File: src/rtl/halfadder_bhv.sv
// Purpose: WIDTH-bit adder with combinational and registered sum/carry plus a saturating carry-event counter.
// Latency: S/Cout are 0-cycle combinational; S_q/Cout_q/carry_cnt update one clk edge after sampling.
// Backpressure: none; the block accepts new operands on every cycle and has no handshake.
module halfadder_bhv #(
    parameter int WIDTH = 1,
    parameter int CNT_W = 16
) (
    input  logic             clk,
    input  logic             rst_n,
    input  logic [WIDTH-1:0] A,
    input  logic [WIDTH-1:0] B,
    output logic [WIDTH-1:0] S,
    output logic             Cout,
    output logic [WIDTH-1:0] S_q,
    output logic             Cout_q,
    output logic [CNT_W-1:0] carry_cnt
);

    localparam logic [CNT_W-1:0] CNT_ONE = 1;

    logic [WIDTH:0]   sum_full;
    logic [WIDTH-1:0] sum_d;
    logic [WIDTH-1:0] sum_q;
    logic             cout_d;
    logic             cout_q;
    logic [CNT_W-1:0] cnt_d;
    logic [CNT_W-1:0] cnt_q;

    // Carry is the extra MSB of a WIDTH+1 bit add; reset never touches this path.
    always_comb begin
        sum_full = {1'b0, A} + {1'b0, B};
    end

    assign S    = sum_full[WIDTH-1:0];
    assign Cout = sum_full[WIDTH];

    always_comb begin
        sum_d  = S;
        cout_d = Cout;
        cnt_d  = cnt_q;
        if (Cout && !(&cnt_q)) begin
            cnt_d = cnt_q + CNT_ONE;
        end
    end

    always_ff @(posedge clk or negedge rst_n) begin
        if (!rst_n) begin
            sum_q  <= '0;
            cout_q <= 1'b0;
            cnt_q  <= '0;
        end else begin
            sum_q  <= sum_d;
            cout_q <= cout_d;
            cnt_q  <= cnt_d;
        end
    end

    assign S_q       = sum_q;
    assign Cout_q    = cout_q;
    assign carry_cnt = cnt_q;

endmodule

File: config.mk
export PLATFORM = sky130hd
export DESIGN_NAME = halfadder_bhv
export DESIGN_NICKNAME = d
export VERILOG_FILES = /design/src/rtl/halfadder_bhv.sv
export SDC_FILE = /design/constraint.sdc
export NUM_CORES = 1
export LEC_CHECK = 0
export BUFFER_PORTS_ARGS = -buffer_cell sky130_fd_sc_hd__buf_4
export CAP_MARGIN = 10
export CORE_MARGIN = 5
export CORE_UTILIZATION = 54
export CTS_CLUSTER_DIAMETER = 80
export DETAILED_ROUTE_END_ITERATION = 6
export GPL_TIMING_DRIVEN = 0
export PLACE_DENSITY = 0.87
export SKIP_LAST_GASP = 1
export SLEW_MARGIN = 40
export SYNTH_ARGS = -nofsm -noshare
export SYNTH_HDL_FRONTEND = slang
export SYNTH_SLANG_ARGS = --single-unit
File: constraint.sdc
create_clock -name clk -period 3.65 [get_ports clk]
set_clock_uncertainty 0.2 [all_clocks]
set_input_delay 0.9125 -clock clk [delete_from_list [all_inputs] [get_ports clk]]
set_output_delay 0.9125 -clock clk [all_outputs]
set_load 0.01 [all_outputs]
# Yosys cells after proc, flatten, opt, wreduce, memory -nomap -nowiden
# Index checks and enable logic that the tools add are counted.
[totals]
register_bits = 18
input_bits = 4
out_inout_bits = 20
elab_cells = 8
[classes]
n_addsub = 2
reduce_logical = 3
[op_table]
columns = ["cell", "n"]
rows = [
  ["16-bit by 1-bit adder with 16-bit output, second input constant", 1],
  ["16-bit AND reduction", 1],
  ["1-bit by 1-bit adder with 2-bit output", 1],
  ["1-bit logical AND", 1],
  ["1-bit zero test", 1],
]

# Longest topological paths before layout
# Gate-level depths: netlist of run 1.
[logic_depth]
ltp_word = 3
depth_mapped = 5
depth_no_buf = 5

# Worst setup path after synthesis of run 1
# No wires, ideal clock.
[synth_path]
path_type = "input to output"
start = "in A"
end = "out S"
t_arrival_ns = 1.232
required_ns = 2.538
setup_slack_ns = 1.306
stages = 1
n_path_buf = 0
cell_sequence = "ha_1"
[synth_via]
elab_chain_cells = 1
[synth_rtl]
columns = ["item", "line_no", "text"]
rows = [
  ["from (decl)", "10", "input logic [WIDTH-1:0] A,"],
  ["1-bit by 1-bit adder with 2-bit output", "31", "sum_full = {1'b0, A} + {1'b0, B};"],
  ["to (decl)", "12", "output logic [WIDTH-1:0] S,"],
]
# No other way between the ends.

# Final worst setup path of run 1
[layout_path]
start = "in A"
end = "out Cout"
[layout_via]
elab_chain_cells = 1
[layout_rtl]
columns = ["item", "line_no", "text"]
rows = [
  ["1-bit by 1-bit adder with 2-bit output", "31", ""],
  ["to (decl)", "13", "output logic Cout,"],
]
# No other way between the ends.

==> metrics, run 1 <==
status complete, no violations; metal1 wirelength 792 um; Final nets 116; number of synthesized flops with an enable pin 0; P_leak 0.586 nW; Critical Path RT 2.54 ns; reg2reg end carry_cnt[1]; WL/cell 13.9 um; warnings from Yosys 0; Clk network pwr share 17.4%; max cap viols 0; Netlist cell types 28; H-tree levels 1; maximum clock rate 0.388 GHz; Data arrival, critical path 1.47 ns; worst setup path endpoint Cout; io pins 24; Mapped Nets 88; post-DP HPWL 1290 um; average cell area after synthesis 11.0 sq um; initial antenna violation count 0; worst skew pair latency 0.29 ns; final setup TNS 0 ns; setup bufs post-CTS 0; Clock Tree Buf Depth 2; power share of the combinational group 30.0%; Die Wd 50.8 um; endpoints failing hold 0; Gate Count Post-Synth 82; crit path time final 2.58 ns; Startpoint Class input port; critical path capture point type primary output; worst slew pin tran 0.351 ns; final instance area 1110 sq um; Worst setup startpoint A; Net Sw Frac 33.7%; Final GP Congestion 0.813; part of the power in registers 52.6%; clk root buf clkbuf_4; Slew Limit Fails 0; Core Rows 14; final setup fails 0; global-route wire length before repair 2950 um; P&R area growth vs syn 23.9%; via count 718; Die Y 50.8 um; Iter 0 DRT Violations 13; grt total ovfl 0; overall routing resource usage 14.9%; CP max FO 7; Slew HR 76.4%; RSZ-0062 raised after global routing no; Top FF cell, synth dfrtp_1; Die ar. 2580 sq um; fin crit share 70.6%; number of global-route vias before repair 670; CTS resizes 0; largest net degree at the start of global routing 19; P_sw 0.000185 W; Hold Path Class in -> async; final WL 1720 um; starting density of the core 58.4%; antenna fix cells 0; share of post-route cells with drive strength above 1 28.7%; CTS Buf Count 3; met2 WL 779 um; VDD IR max 456 uV; reg-to-reg startpoint carry_cnt[7]; R2R depth 5; post-route ant nets 0; Int Pwr 0.000364 W; hold buffers post-CTS 0; Seq/Total Area, Yosys 50.1%; DRC errors left 0; Post-synth ARST share 100%; PwrDens 492 nW/um^2; Port Buf Inserts 23; CTS clock-pin slew for the worst setup and hold paths 0.09 ns; R2R setup slack 1.75 ns; post-synthesis register bit count 18; WS Path Type in -> out; Detailed Routing Iterations Pass 1 5; Final Util 72.3%; WL met3 110 um; Synth Cell Area 900 sq um; DP Area 1090 sq um; Core Area 1540 sq um; TritonCTS clock tree done; Fillers 126; drt via density 5.79; clock sinks 18; Top Metal Used met4
cell usage after synthesis (all sizes together) (3+ instances only):
cell type	instances	share of area, %
nand2	5	2.1
a21oi	4	2.2
and3	3	2.1
nor2	5	2.1
nand4	6	6.5
dfrtp	18	50
nor3	6	3.9
xor2	7	6.8
nand3	7	3.9
and4	3	2.9
per-layer routing:
layer	up-vias	global-route usage, %
met4	0	8.09
met1	337	20.8
met3	4	3.78
met2	22	20.9
met5	-	0
li1	355	-
power groups by stage:
stage	clock, W	sequential (W)	combinational (W)
5_1_grt	0.000108	0.000298	0.000185
6_report	0.0000954	0.000289	0.000165
4_1_cts	0.0000976	0.000289	0.000168
3_3_place_gp	0	0.000290	0.000163
2_1_floorplan	0	0.000302	0.0000688
3_5_place_dp	0	0.000292	0.000168
layout by cell type (no fill, tap or decap), types with 2 or more instances in the layout:
cell type	count
nand2_1	5
nand3_1	7
dfrtp_1	18
xor2_1	7
buf_4	23
ha_1	2
a21oi_1	4
and4_1	3
xnor2_1	2
inv_1	2
nor3_1	5
nand4_1	4
and3_1	3
nor2_1	5
clkbuf_4	3
cell families (layout without fill, tap and decap cells):
kind of cell	count (synthesis)	in the layout	synth area share, %
AO/OA/AOI/OAI	8	8	5.15
XOR/XNOR	9	9	8.76
flip-flops	18	18	50.1
adder cells (fa/ha/maj)	2	2	2.78
multiplexers	2	2	2.50
AND/OR/NAND/NOR	40	40	29.5
buffers and inverters	3	29	1.25
worst min-delay path by stage:
stage | depth (start not counted) | start | end
2_1_floorplan | 1 | carry_cnt[0] | carry_cnt[0]
4_1_cts | 1 | rst_n | carry_cnt[7]
3_3_place_gp | 1 | carry_cnt[0] | carry_cnt[0]
5_1_grt | 1 | rst_n | carry_cnt[14]
3_5_place_dp | 1 | carry_cnt[0] | carry_cnt[0]
6_report | 1 | rst_n | Cout_q
metrics by stage:
step	std cells	total power (W)	hold slack [ns]	worst slack, ns
final	124	0.000549	0.269	1.07
after detailed placement	121	0.000460	0.314	1.07
after global routing	124	0.000591	0.272	1.05
after floorplan	82	0.000371	0.343	1.31
after CTS	124	0.000554	0.277	1.07
after global placement	121	0.000453	0.317	1.08
flip-flops by register name, summed over array words and instances, names as in the netlist:
signal     cells
Cout_q         1
S_q            1
carry_cnt     16
layout make-up:
| type | instances | area (sq um) | area share, % |
|---|---|---|---|
| buffer | 1 | 3.75 | 0.337 |
| multi-input combinational | 61 | 438 | 39.3 |
| sequential | 18 | 450 | 40.4 |
| clock buffer | 3 | 22.5 | 2.02 |
| timing repair buffer | 23 | 173 | 15.5 |
| inverter | 2 | 7.51 | 0.673 |
| tap | 16 | 20.0 | 1.80 |
critical path: stages:
cell and delay (ns):
buf_4 0.11, ha_1 0.27, buf_4 0.18
(Power assumes the default switching activity.)
==> inputs of run 2 (changes only) <==
--- a/config.mk
+++ b/config.mk
@@ -8,11 +8,11 @@
 export BUFFER_PORTS_ARGS = -buffer_cell sky130_fd_sc_hd__buf_4
 export CAP_MARGIN = 10
 export CORE_MARGIN = 5
-export CORE_UTILIZATION = 54
+export CORE_UTILIZATION = 50
 export CTS_CLUSTER_DIAMETER = 80
 export DETAILED_ROUTE_END_ITERATION = 6
 export GPL_TIMING_DRIVEN = 0
-export PLACE_DENSITY = 0.87
+export PLACE_DENSITY = 0.81
 export SKIP_LAST_GASP = 1
 export SLEW_MARGIN = 40
 export SYNTH_ARGS = -nofsm -noshare
==> constraint.sdc (replaced) <==
create_clock -name clk -period 2.6 [get_ports clk]
set_clock_uncertainty 0.2 [all_clocks]
set_input_delay 0.65 -clock clk [delete_from_list [all_inputs] [get_ports clk]]
set_output_delay 0.65 -clock clk [all_outputs]
set_load 0.01 [all_outputs]
==> metrics, run 2 (synthesized netlist as in run 1, its figures left out) <==
Critical Path RT 1.75 ns (-0.79 ns); TritonCTS clock tree done; Hold Path Class reg -> reg; Die Wd 52.4 um (+3.1%); status complete, no violations; VDD IR max 528 uV (+16%); starting density of the core 52.1% (-6.3 points); final setup TNS 0 ns (unchanged); CTS clock-pin slew for the worst setup and hold paths 0.10 ns (about the same); CP peak stage delay 0.27 ns (about the same); crit path buf inv count 2 (unchanged); initial antenna violation count 0 (unchanged); worst skew pair latency 0.30 ns (about the same); grt total ovfl 0 (unchanged); via count 733 (+2.1%); fin crit share 79.2%; drt via density 5.43 (-6.2%); P&R area growth vs syn 27.8%; overall routing resource usage 16.9% (+2.1 points); WL/cell 13.7 um (-1.1%); io pins 24 (unchanged); Slew HR 76.3% (-0.13 points); worst slew pin tran 0.353 ns (+0.00199 ns); Die ar. 2750 sq um (+6.4%); Final Util 66.6% (-5.7 points); global-route wire length before repair 3350 um (+14%); P_leak 0.597 nW (+1.9%); Startpoint Class input port; crit path time final 2.06 ns; H-tree levels 1 (unchanged); share of post-route cells with drive strength above 1 29.1% (+0.39 points); Crit-path slowest cell ha_1; Core Area 1730 sq um (+12%); commonest non-fill, non-tap cell in the layout buf_4; hold_ws 0.341 ns (+0.0718 ns); post-route ant nets 0 (unchanged); Iter 0 DRT Violations 9 (-4); final setup fails 0 (unchanged); Detailed Routing Iterations Pass 1 4 (-1); Slew Limit Fails 0 (unchanged); CTS resizes 0 (unchanged); max cap viols 0 (unchanged); clock sinks 18 (unchanged); Port Buf Inserts 23 (unchanged); antenna fix cells 0 (unchanged); clk root buf clkbuf_4; CTS Buf Count 3 (unchanged); Final GP Congestion 0.775 (-4.7%); CP max FO 7 (unchanged); PwrDens 708 nW/um^2 (+44%); DRC errors left 0 (unchanged); maximum clock rate 0.486 GHz; critical path capture point type primary output; RSZ-0062 raised after global routing no; Core Rows 15 (+1); largest net degree at the start of global routing 19 (unchanged); max reg flops 16 (unchanged); Fillers 163 (+29%); crit-path most repeated cell buf_4; Final nets 117 (+0.86%); WS Path Type in -> out; final WL 1850 um (+7.7%); Data arrival, critical path 1.21 ns (-0.26 ns); endpoints failing hold 0 (unchanged); Die Y 52.4 um (+3.1%); Top Family by Delay on Critical Path buffers and inverters; most frequent cells in the layout buf_4, dfrtp_1, nand3_1, xor2_1; crit path cell chain buf_4, ha_1, buf_4; number of global-route vias before repair 713 (+6.4%); Clock Tree Buf Depth 2 (unchanged); post-DP HPWL 1340 um (+3.8%)
==> run 2: cell types whose count changed in the layout (fill, tap and decap cells not counted), sizes merged <==
cell | before | now
clkbuf | 4 | 5
dlygate4sd3 | 0 | 1
==> run 2: stage by stage <==
stage | cells | setup WS (ns) | total power (W) | cell area, sq um
after floorplan | 82 | 0.551 | 0.000520 | 900
after global placement | 130 | 0.339 | 0.000638 | 1100
after detailed placement | 130 | 0.317 | 0.000646 | 1100
after CTS | 135 | 0.545 | 0.000822 | 1150
after global routing | 135 | 0.423 | 0.000879 | 1150
final | 135 | 0.541 | 0.000814 | 1150
==> run 2: area by class of cell <==
cell class | count | area [sq um] | share of cell area (%)
Multi-Input combinational cell | 61 | 438 | 38.1
Tap cell | 25 | 31.3 | 2.72
Buffer | 1 | 3.75 | 0.326
Sequential cell | 18 | 450 | 39.2
Clock buffer | 4 | 36.3 | 3.16
Timing Repair Buffer | 24 | 183 | 15.9
Inverter | 2 | 7.51 | 0.653
==> run 2: what timing repair did <==
item / 4_1_cts / 5_1_grt
buffers inserted: 0 / 0
hold endpoints to repair: 10 / 0
hold buffers: 1 / 0
==> run 2: per-layer routing <==
metal / track usage, % / vias to the layer above / routed length (um)
li1: - / 355 / -
met2: 26.0 / 17 / 882
met3: 5.41 / 4 / 88
met5: 0 / - / 0
met1: 21.3 / 357 / 849
met4: 8.09 / 0 / 29
==> run 2: path summary, 6_finish.rpt <==
kind	start	endpoint	slack, ns	cells after the start
max in group asynchronous	rst_n	Cout_q	1.45	2
hold / removal	carry_cnt[0]	carry_cnt[0]	0.34	1
min in group asynchronous	rst_n	carry_cnt[1]	0.56	2
setup / recovery	A	Cout	0.54	3
hold reg to reg	carry_cnt[0]	carry_cnt[0]	0.34	1
setup reg to reg	carry_cnt[12]	carry_cnt[1]	0.69	4
==> run 2: power by group <==
group          switching [W]  internal (W)
logic               0.000109      0.000123
registers          0.0000744      0.000334
clock network      0.0000881     0.0000855
total               0.000271      0.000542
==> inputs of run 3 (changes only) <==
==> constraint.sdc (replaced) <==
create_clock -name clk -period 2 [get_ports clk]
set_clock_uncertainty 0.2 [all_clocks]
set_input_delay 0.5 -clock clk [delete_from_list [all_inputs] [get_ports clk]]
set_output_delay 0.5 -clock clk [all_outputs]
set_load 0.01 [all_outputs]
==> metrics, run 3 (synthesized netlist as in run 1, its figures left out) <==
status complete, no violations; DRC errors left 0 (unchanged); CP max FO 6 (-1); final total power 0.00106 W (+31%); initial antenna violation count 0 (unchanged); reg2reg end carry_cnt[1]; drt via density 5.38 (-0.90%); worst slack, placed -0.133 ns (-0.450 ns); fin crit share 95.7%; worst hold start B; RSZ-0062 raised after global routing yes; Multi-input gate area 444 sq um (+1.4%); share of post-route cells with drive strength above 1 30.3% (+1.2 points); final setup fails 0 (unchanged); VDD IR max 689 uV (+30%); max cap viols 0 (unchanged); starting density of the core 52.1% (unchanged); max reg flops 16 (unchanged); R2R setup slack 0.09 ns (-0.60 ns); Die Wd 52.4 um (unchanged); WL/cell 13.9 um (+1.7%); CTS clock-pin slew for the worst setup and hold paths 0.11 ns (about the same); io pins 24 (unchanged); Core Area 1730 sq um (unchanged); P_leak 0.596 nW (-0.18%); setup bufs post-CTS 0 (unchanged); largest net degree at the start of global routing 19 (unchanged); Die Y 52.4 um (unchanged); via count 721 (-1.6%); Slew Limit Fails 0 (unchanged); H-tree levels 1 (unchanged); worst skew pair latency 0.30 ns (about the same); antenna fix cells 0 (unchanged); Core Rows 15 (unchanged); hold path cells 2 (+1); most frequent cells in the layout buf_4, dfrtp_1, nand3_1, xor2_1; reg-to-reg startpoint carry_cnt[12]; Critical Path RT 2.00 ns (+0.25 ns); Hold Path Class in -> reg; Clock Tree Buf Depth 2 (unchanged); Fillers 162 (-0.61%); clk root buf clkbuf_4; Final nets 116 (-0.85%); grt total ovfl 0 (unchanged); WS Path Type reg -> reg; Final GP Congestion 0.775 (unchanged); P&R area growth vs syn 28.1%; post-DP HPWL 1340 um (unchanged); maximum clock rate 0.523 GHz; final setup TNS 0 ns (unchanged); Iter 0 DRT Violations 8 (-1); post-route ant nets 0 (unchanged); worst slew pin tran 0.310 ns (-0.0426 ns); final WL 1870 um (+0.92%); CTS Buf Count 3 (unchanged); Data arrival, critical path 1.91 ns (+0.70 ns); global-route wire length before repair 3350 um (unchanged); TritonCTS clock tree done; overall routing resource usage 16.9% (unchanged); crit path time final 1.91 ns; final setup margin 0.0862 ns (-0.455 ns); Port Buf Inserts 23 (unchanged); Slew HR 79.2% (+2.9 points); hold_ws 0.233 ns (-0.107 ns); Startpoint Class flop; R2R depth 4 (unchanged); critical path capture point type flop; Die ar. 2750 sq um (unchanged); number of global-route vias before repair 713 (unchanged); PwrDens 922 nW/um^2 (+30%); endpoints failing hold 0 (unchanged); Worst Hold End S_q; commonest non-fill, non-tap cell in the layout buf_4; clock sinks 18 (unchanged); Sequential cell area 450 sq um (unchanged); Detailed Routing Iterations Pass 1 4 (unchanged)
==> run 3: worst max-delay path by stage <==
stage / slack (ns) / cells past startpoint / from / endpoint
floorplan: 0.10 / 5 / A / carry_cnt[13]
global placement: -0.11 / 6 / A / carry_cnt[13]
detailed placement: -0.13 / 6 / A / carry_cnt[13]
CTS: 0.08 / 5 / carry_cnt[7] / carry_cnt[1]
global route: -0.01 / 5 / carry_cnt[0] / carry_cnt[1]
finish: 0.09 / 4 / carry_cnt[12] / carry_cnt[1]
==> run 3: timing repair <==
item                                    CTS  global route
resized for setup                         0             1
hold endpoints to repair                 18             0
endpoints found under the setup margin    0             2
hold buffers                              1             0
==> run 3: stage by stage <==
step	instances	area (sq um)	utilization, %
2_1_floorplan	82	900	-
3_3_place_gp	130	1100	63.9
3_5_place_dp	130	1100	63.9
4_1_cts	135	1150	66.6
5_1_grt	134	1150	66.7
6_report	134	1150	66.7
==> run 3: per-layer routing <==
| layer | track usage [%] | share of wire (%) | vias up | wire (um) |
|---|---|---|---|---|
| met3 | 5.41 | 3.9 | 4 | 72 |
| met5 | 0 | 0 | - | 0 |
| met4 | 8.09 | 1.7 | 0 | 31 |
| li1 | - | - | 355 | - |
| met2 | 26.0 | 48 | 13 | 902 |
| met1 | 21.3 | 46 | 349 | 860 |
==> run 3: critical path, stage by stage, from the launching register on <==
cell	delay, ns
dfrtp_1	0.47
nand4_2	0.23
nor4_4	0.39
or2b_1	0.19
mux2_1	0.32
==> run 3: area by class of cell <==
| class | count | share of cell area [%] |
|---|---|---|
| tap | 25 | 2.71 |
| sequential | 18 | 39.1 |
| clock buffer | 4 | 3.15 |
| timing repair buffer | 24 | 15.9 |
| inverter | 2 | 0.651 |
| multi-input combinational | 61 | 38.5 |
==> run 3: where the power goes <==
group	leakage, nW	switching (W)	internal, W	total (W)
registers	0.229	0.0000969	0.000434	0.000531
clock network	0.0210	0.000119	0.000111	0.000230
logic	0.346	0.000141	0.000160	0.000301
total	0.596	0.000357	0.000705	0.00106
